[config.mk]
export PLATFORM = sky130hd
export DESIGN_NAME = mem_arbiter
export DESIGN_NICKNAME = d
export VERILOG_FILES = /design/src/rtl/mem_arbiter_pkg.sv /design/src/rtl/mem_arbiter_sync_fifo.sv /design/src/rtl/mem_arbiter.sv
export SDC_FILE = /design/constraint.sdc
export NUM_CORES = 1
export LEC_CHECK = 0
export CAP_MARGIN = 30
export CORE_MARGIN = 2
export CORE_UTILIZATION = 30
export CTS_CLUSTER_DIAMETER = 60
export CTS_CLUSTER_SIZE = 16
export DETAILED_ROUTE_END_ITERATION = 7
export PLACE_DENSITY_LB_ADDON = 0.12
export SLEW_MARGIN = 15
export SYNTH_ARGS = -nofsm -noshare
export SYNTH_HDL_FRONTEND = slang
export SYNTH_SLANG_ARGS = --single-unit
[constraint.sdc]
create_clock -name clk -period 6.1 [get_ports clk]
set_input_delay 1.22 -clock clk [delete_from_list [all_inputs] [get_ports clk]]
set_output_delay 1.22 -clock clk [all_outputs]
set_load 0.01 [all_outputs]
[src/rtl/mem_arbiter_pkg.sv]
// Shared types for the memory arbiter: physical address, cacheline,
// request source IDs and the arbiter state encoding.
package mem_arbiter_pkg;

  localparam int PADDR_W   = 32;
  localparam int LINE_W    = 64;
  localparam int n_threads = 2;

  typedef logic [PADDR_W-1:0] pptr_t;
  typedef logic [LINE_W-1:0]  cacheline_t;

  typedef enum logic {SRC_IC = 1'b0, SRC_DC = 1'b1} mem_src_t;
  typedef enum logic {ST_IDLE = 1'b0, ST_ISSUE = 1'b1} arb_state_t;

  typedef struct packed {
    logic       we;
    pptr_t      addr;
    cacheline_t wdata;
  } dc_req_t;

  function automatic mem_src_t other_src(input mem_src_t s);
    return (s == SRC_IC) ? SRC_DC : SRC_IC;
  endfunction

endpackage

[src/rtl/mem_arbiter_sync_fifo.sv]
// Single-clock first-word-fall-through FIFO; a push into a full FIFO is
// accepted when a pop happens in the same cycle.
module sync_fifo #(
  parameter int WIDTH = 8,
  parameter int DEPTH = 4
) (
  input  logic                     clk,
  input  logic                     rst,
  input  logic                     push,
  input  logic [WIDTH-1:0]         din,
  input  logic                     pop,
  output logic [WIDTH-1:0]         dout,
  output logic                     full,
  output logic                     empty,
  output logic [$clog2(DEPTH):0]   count
);
  localparam int AW = $clog2(DEPTH);

  logic [WIDTH-1:0] r_mem [DEPTH];
  logic [AW:0]      r_wr_ptr;
  logic [AW:0]      r_rd_ptr;
  logic             w_do_push;
  logic             w_do_pop;

  assign empty     = (r_wr_ptr == r_rd_ptr);
  assign full      = (r_wr_ptr[AW] != r_rd_ptr[AW]) && (r_wr_ptr[AW-1:0] == r_rd_ptr[AW-1:0]);
  assign count     = r_wr_ptr - r_rd_ptr;
  assign w_do_pop  = pop && !empty;
  assign w_do_push = push && (!full || w_do_pop);
  assign dout      = r_mem[r_rd_ptr[AW-1:0]];

  always_ff @(posedge clk) begin
    if (rst) begin
      r_wr_ptr <= '0;
      r_rd_ptr <= '0;
    end else begin
      if (w_do_push) r_wr_ptr <= r_wr_ptr + 1'b1;
      if (w_do_pop)  r_rd_ptr <= r_rd_ptr + 1'b1;
    end
  end

  always_ff @(posedge clk) begin
    if (w_do_push) r_mem[r_wr_ptr[AW-1:0]] <= din;
  end

endmodule

[src/rtl/mem_arbiter.sv]
// Round-robin arbiter between icache and dcache request queues onto a single
// memory port, with in-order read response routing via a source-tag FIFO.
module mem_arbiter
  import mem_arbiter_pkg::*;
#(
  parameter int QDEPTH    = 4,
  parameter int MAX_OUTST = 8
) (
  input  logic       clk,
  input  logic       rst,
  input  logic       ic_req_ren,
  input  pptr_t      ic_req_addr,
  output logic       ic_rec_en,
  output pptr_t      ic_rec_addr,
  output cacheline_t ic_rec_cacheline,
  input  logic       dc_req_ren,
  input  logic       dc_req_wen,
  input  pptr_t      dc_req_addr,
  input  cacheline_t dc_req_wdata,
  output logic       dc_rec_en,
  output pptr_t      dc_rec_addr,
  output cacheline_t dc_rec_cacheline,
  output logic       mem_valid,
  output logic       mem_we,
  output pptr_t      mem_addr,
  output cacheline_t mem_wdata,
  input  logic       mem_ready,
  input  logic       mem_resp_valid,
  input  pptr_t      mem_resp_addr,
  input  cacheline_t mem_resp_data,
  output logic       ovf
);
  localparam int QCW = $clog2(QDEPTH) + 1;
  localparam int TCW = $clog2(MAX_OUTST) + 1;

  arb_state_t r_state, w_state_next;
  mem_src_t   r_prio, r_mem_src, w_load_src;
  logic       r_mem_we, r_ic_rec_en, r_dc_rec_en, r_ovf;
  pptr_t      r_mem_addr, r_rec_addr;
  cacheline_t r_mem_wdata, r_rec_line;
  logic       w_load, w_hs, w_ic_elig, w_dc_elig, w_read_ok, w_rd_inflight;

  logic       w_ic_full, w_ic_empty, w_ic_pop, w_ic_avail, w_ic_drop;
  pptr_t      w_ic_head, w_ic_cand_addr;
  logic [QCW-1:0] w_ic_count_unused, w_dc_count_unused;
  logic       w_dc_full, w_dc_empty, w_dc_pop, w_dc_push, w_dc_avail, w_dc_drop;
  dc_req_t    w_dc_in, w_dc_head, w_dc_cand;
  logic       w_tag_push, w_tag_pop, w_tag_empty, w_tag_full_unused;
  logic [0:0] w_tag_din, w_tag_head;
  logic [TCW-1:0] w_tag_count;
  logic [TCW:0]   w_outst;

  assign w_hs      = (r_state == ST_ISSUE) && mem_ready;
  assign w_ic_pop  = w_hs && (r_mem_src == SRC_IC);
  assign w_dc_pop  = w_hs && (r_mem_src == SRC_DC);
  assign w_dc_push = dc_req_ren || dc_req_wen;
  assign w_dc_in   = {dc_req_wen, dc_req_addr, dc_req_wdata};
  assign w_ic_drop = ic_req_ren && w_ic_full && !w_ic_pop;
  assign w_dc_drop = w_dc_push && w_dc_full && !w_dc_pop;

  sync_fifo #(.WIDTH($bits(pptr_t)), .DEPTH(QDEPTH)) u_ic_q (
    .clk(clk), .rst(rst), .push(ic_req_ren), .din(ic_req_addr), .pop(w_ic_pop),
    .dout(w_ic_head), .full(w_ic_full), .empty(w_ic_empty), .count(w_ic_count_unused));

  sync_fifo #(.WIDTH($bits(dc_req_t)), .DEPTH(QDEPTH)) u_dc_q (
    .clk(clk), .rst(rst), .push(w_dc_push), .din(w_dc_in), .pop(w_dc_pop),
    .dout(w_dc_head), .full(w_dc_full), .empty(w_dc_empty), .count(w_dc_count_unused));

  assign w_tag_push = w_hs && !r_mem_we;
  assign w_tag_din  = r_mem_src;
  assign w_tag_pop  = mem_resp_valid && !w_tag_empty;

  sync_fifo #(.WIDTH(1), .DEPTH(MAX_OUTST)) u_tag_q (
    .clk(clk), .rst(rst), .push(w_tag_push), .din(w_tag_din), .pop(w_tag_pop),
    .dout(w_tag_head), .full(w_tag_full_unused), .empty(w_tag_empty), .count(w_tag_count));

  // A read still sitting on the port counts as outstanding; a response popping now frees a slot.
  assign w_rd_inflight = (r_state == ST_ISSUE) && !r_mem_we;
  assign w_outst   = {1'b0, w_tag_count} + {{TCW{1'b0}}, w_rd_inflight} - {{TCW{1'b0}}, w_tag_pop};
  assign w_read_ok = w_outst < (TCW+1)'(MAX_OUTST);

  // An empty queue forwards the same-cycle pulse so an idle arbiter issues one cycle later.
  assign w_ic_avail     = !w_ic_empty || ic_req_ren;
  assign w_ic_cand_addr = w_ic_empty ? ic_req_addr : w_ic_head;
  assign w_dc_avail     = !w_dc_empty || w_dc_push;
  assign w_dc_cand      = w_dc_empty ? w_dc_in : w_dc_head;

  always_ff @(posedge clk) begin
    if (rst) r_state <= ST_IDLE;
    else     r_state <= w_state_next;
  end

  always_comb begin
    w_state_next = r_state;
    case (r_state)
      ST_IDLE:  if (w_load) w_state_next = ST_ISSUE;
      ST_ISSUE: if (w_hs && !w_load) w_state_next = ST_IDLE;
      default:  w_state_next = ST_IDLE;
    endcase
  end

  // The issuing queue keeps its head until the handshake edge, so only the other queue may follow back-to-back.
  always_comb begin
    w_ic_elig  = 1'b0;
    w_dc_elig  = 1'b0;
    w_load     = 1'b0;
    w_load_src = r_prio;
    if (r_state == ST_IDLE) begin
      w_ic_elig = w_ic_avail && w_read_ok;
      w_dc_elig = w_dc_avail && (w_dc_cand.we || w_read_ok);
    end else if (w_hs) begin
      w_ic_elig = (r_mem_src == SRC_DC) && w_ic_avail && w_read_ok;
      w_dc_elig = (r_mem_src == SRC_IC) && w_dc_avail && (w_dc_cand.we || w_read_ok);
    end
    if (w_ic_elig && w_dc_elig) begin
      w_load = 1'b1;
    end else if (w_ic_elig || w_dc_elig) begin
      w_load     = 1'b1;
      w_load_src = w_ic_elig ? SRC_IC : SRC_DC;
    end
  end

  always_ff @(posedge clk) begin
    if (rst) begin
      r_prio      <= SRC_IC;
      r_mem_src   <= SRC_IC;
      r_mem_we    <= 1'b0;
      r_mem_addr  <= '0;
      r_mem_wdata <= '0;
    end else if (w_load) begin
      r_mem_src <= w_load_src;
      r_prio    <= other_src(w_load_src);
      if (w_load_src == SRC_IC) begin
        r_mem_we    <= 1'b0;
        r_mem_addr  <= w_ic_cand_addr;
        r_mem_wdata <= '0;
      end else begin
        r_mem_we    <= w_dc_cand.we;
        r_mem_addr  <= w_dc_cand.addr;
        r_mem_wdata <= w_dc_cand.wdata;
      end
    end
  end

  always_ff @(posedge clk) begin
    if (rst) begin
      r_ic_rec_en <= 1'b0;
      r_dc_rec_en <= 1'b0;
      r_ovf       <= 1'b0;
    end else begin
      r_ic_rec_en <= w_tag_pop && (mem_src_t'(w_tag_head) == SRC_IC);
      r_dc_rec_en <= w_tag_pop && (mem_src_t'(w_tag_head) == SRC_DC);
      if (w_ic_drop || w_dc_drop || (mem_resp_valid && w_tag_empty)) r_ovf <= 1'b1;
    end
  end

  always_ff @(posedge clk) begin
    if (w_tag_pop) begin
      r_rec_addr <= mem_resp_addr;
      r_rec_line <= mem_resp_data;
    end
  end

  assign mem_valid        = (r_state == ST_ISSUE);
  assign mem_we           = r_mem_we;
  assign mem_addr         = r_mem_addr;
  assign mem_wdata        = r_mem_wdata;
  assign ic_rec_en        = r_ic_rec_en;
  assign ic_rec_addr      = r_rec_addr;
  assign ic_rec_cacheline = r_rec_line;
  assign dc_rec_en        = r_dc_rec_en;
  assign dc_rec_addr      = r_rec_addr;
  assign dc_rec_cacheline = r_rec_line;
  assign ovf              = r_ovf;

endmodule

==> results.toml <==
[outcome]
outcome = "finished clean"

[cts]
cts_buffer_depth = 3
root_buffer = "clkbuf_16"
cts_buffers = 75
ctsHoldBuffers = 0
cts_tree = "built"
cts-htree-levels = 3
clock_sinks = 750
clk_latency_ns = 0.64
clkTransAtPathRegs_ns = 0.06
cts_resized = 0
cts_setup_buffers = 0

[die]
fp.coreArea_mm2 = 0.0967
die_h_um = 316
die_x_um = 316
io_pins = 524
dieArea_mm2 = 0.100
num_rows = 114
initial_utilization = 0.303

[worst_setup_path]
endpoint_kind = "flop"
cpPeakStageDelay_ns = 0.64
path_max_fanout = 64
crit_slowest_cell = "buf_4"
cp_cell_sequence = "ha_1, and3_1, nand2_1, nand2_1, inv_4, ha_1, inv_1, ha_1, nand4bb_1, a21oi_1, or4_4, a211oi_4, or3_2, buf_4, o2bb2ai_1"
critical_path_arrival_ns = 4.83
critPathKind = "flop to flop"
worstPathRequired_ns = 6.56
startpoint_type = "flop"
crit_top_cell = "ha_1"

[sta]
slew-limit-headroom = 0.387
hold_viol = 0
setup_viol = 0
fin_crit_ns = 4.37
drv_slew = 0
rsz0062_at_grt = "false"
fmax_mhz = 229
worst_pin_slew_ns = 0.919
finalSetupTns_ns = 0
skew_ns = 0.0267
finalCritPeriodShare = 0.716
setup_ws_ns = 1.73

[global_routing]
grtUsageTotal = 0.159
grt-busiest-layer = "met2"
met3_usage = 0.0449
grt_pass1_vias = 16900
grt_pass1_wl_um = 117000
grt.met2_usage = 0.281
overflow = 0
grt_max_degree = 81
grt_use_met1 = 0.188
antenna_found_initial = 15

[flow_run]
drv_cap = 0

[worst_hold_path]
min_path_type = "flop to flop"

[placement]
place_area_mm2 = 0.0355
post-place-cells = 3282
hpwl_um = 52400
pre_cts_ws_ns = 1.12
numPortBuffers = 523
gp_congestion = 0.749

[synth]
synthArstFlopShare = 0
syn_nets = 1886
ys_seq_area_frac = 0.725
synth_enable_flop_cells = 620
synth-seq-cells = 750
syn_avg_cell_area_um2 = 17.9
synth_area_mm2 = 0.0293
synth_cell_types = 57
syn_inst = 1635
yosysWarnings = 0
ys.flop_type = "edfxtp_1"

[finish]
final_layout_size_suffix_gt1_frac = 0.163
fin_cells = 3430
fin_area_mm2 = 0.0381
fin_util = 0.394
syn_to_final_growth_pct = 30.2
nFillCells = 8887
fin_nets = 2336

[pwr]
leakagePower_nw = 12.6
vdd_drop_max_mv = 0.342
p_per_area_mw_per_mm2 = 425

[route]
wirelength_um = 80500
drcViolationCount = 0
wl_per_cell_um = 23.5
first_pass_iters = 5
route.antenna.remaining_nets = 0
vias = 16100
vias_per_cell = 4.68
drt_iter0_markers = 956
-- registers in the layout (all words and copies together), names as in the netlist, 3 cells and up, named ones only --
register,flops
u_tag_q.r_rd_ptr,4
u_tag_q.r_wr_ptr,4
u_dc_q.r_mem,388
dc_rec_addr,32
u_dc_q.r_rd_ptr,3
u_ic_q.r_wr_ptr,3
u_tag_q.r_mem,8
u_dc_q.r_wr_ptr,3
mem_wdata,64
dc_rec_cacheline,64
u_ic_q.r_rd_ptr,3
mem_addr,32
u_ic_q.r_mem,128
-- cell usage after synthesis (19+ instances only) --
| cell | number | area [um^2] |
|---|---|---|
| edfxtp_1 | 620 | 18600 |
| mux4_2 | 131 | 2950 |
| dfxtp_1 | 130 | 2600 |
| buf_4 | 106 | 796 |
| nor2_1 | 93 | 349 |
| mux2i_1 | 69 | 691 |
| o2bb2ai_1 | 64 | 561 |
| clkbuf_1 | 55 | 206 |
| inv_1 | 49 | 184 |
| a31oi_1 | 34 | 213 |
| a211oi_1 | 33 | 248 |
| nand3_1 | 33 | 165 |
| o22ai_1 | 33 | 206 |
| mux2_2 | 32 | 360 |
| ha_1 | 19 | 238 |
-- logic make-up (layout without fill, tap and decap cells) --
family | Yosys count | after routing | synth area share
other | 0 | 7 | 0
AO/OA/AOI/OAI | 197 | 197 | 0.0502
flip-flops | 750 | 750 | 0.725
XOR/XNOR | 21 | 21 | 0.00679
multiplexers | 232 | 232 | 0.137
adder cells (fa/ha/maj) | 20 | 20 | 0.00880
buffers and inverters | 235 | 747 | 0.0442
AND/OR/NAND/NOR | 180 | 180 | 0.0285
-- final cells by class --
class                           instances  area [um^2]  share of cell area
Antenna cell                            7         17.5            0.000460
Clock buffer                           88         2000              0.0524
Clock inverter                         51          581              0.0152
Inverter                               49          186             0.00489
Multi-Input combinational cell        650         6810               0.179
Sequential cell                       750        21200               0.557
Tap cell                             1276         1600              0.0419
Timing Repair Buffer                  559         5700               0.149
-- critical path: cells and delay by family (launching register included) --
kind | cells | cell delay [ns]
flip-flops | 1 | 0.57
adder cells (fa/ha/maj) | 3 | 0.80
AND/OR/NAND/NOR | 6 | 1.26
buffers and inverters | 3 | 0.94
AO/OA/AOI/OAI | 3 | 0.56
-- metrics by stage --
| step | total power, mW | hold slack, ns |
|---|---|---|
| 6_report | 16.2 | 0.462 |
| 5_1_grt | 17.1 | 0.475 |
| 4_1_cts | 16.5 | 0.467 |
| 3_5_place_dp | 11.6 | 0.447 |
| 3_3_place_gp | 11.5 | 0.446 |
| 2_1_floorplan | 9.57 | 0.480 |
-- cells in the final DEF (no fill, tap or decap), types with 7 or more instances in the layout --
master | Yosys | routed
edfxtp_1 | 620 | 620
clkdlybuf4s50_1 | 0 | 522
mux4_2 | 131 | 131
dfxtp_1 | 130 | 127
nor2_1 | 93 | 93
clkbuf_16 | 0 | 77
mux2i_1 | 69 | 69
o2bb2ai_1 | 64 | 64
inv_1 | 49 | 48
a31oi_1 | 34 | 34
a211oi_1 | 33 | 33
nand3_1 | 33 | 33
o22ai_1 | 33 | 33
mux2_2 | 32 | 32
buf_4 | 106 | 24
ha_1 | 19 | 19
nand2_1 | 17 | 17
inv_6 | 0 | 12
xor2_1 | 11 | 11
a21oi_1 | 10 | 10
xnor2_1 | 9 | 9
clkbuf_1 | 55 | 8
inv_8 | 0 | 8
diode_2 | 0 | 7
clkinv_2 | 0 | 7
-- report_power, final --
group | switching, mW | internal [mW] | leakage (nW)
logic | 2.65 | 2.07 | 4.57
registers | 0.350 | 6.32 | 6.80
clock network | 2.13 | 2.69 | 1.26
-- layer usage --
layer  share of wire  vias up
li1                -     7306
met2            0.52      417
met5          0.0015        -
met4           0.026       22
met3           0.065      121
met1            0.39     8201
-- final timing paths --
path / start / end / slack, ns / depth (start not counted)
hold / removal: mem_wdata[54] / mem_wdata[54] / 0.46 / 1
hold reg to reg: mem_wdata[54] / mem_wdata[54] / 0.46 / 1
setup / recovery: u_tag_q.r_wr_ptr[1] / mem_wdata[59] / 1.73 / 15
setup reg to reg: u_tag_q.r_wr_ptr[1] / mem_wdata[59] / 1.73 / 15
(Power assumes the default switching activity.)
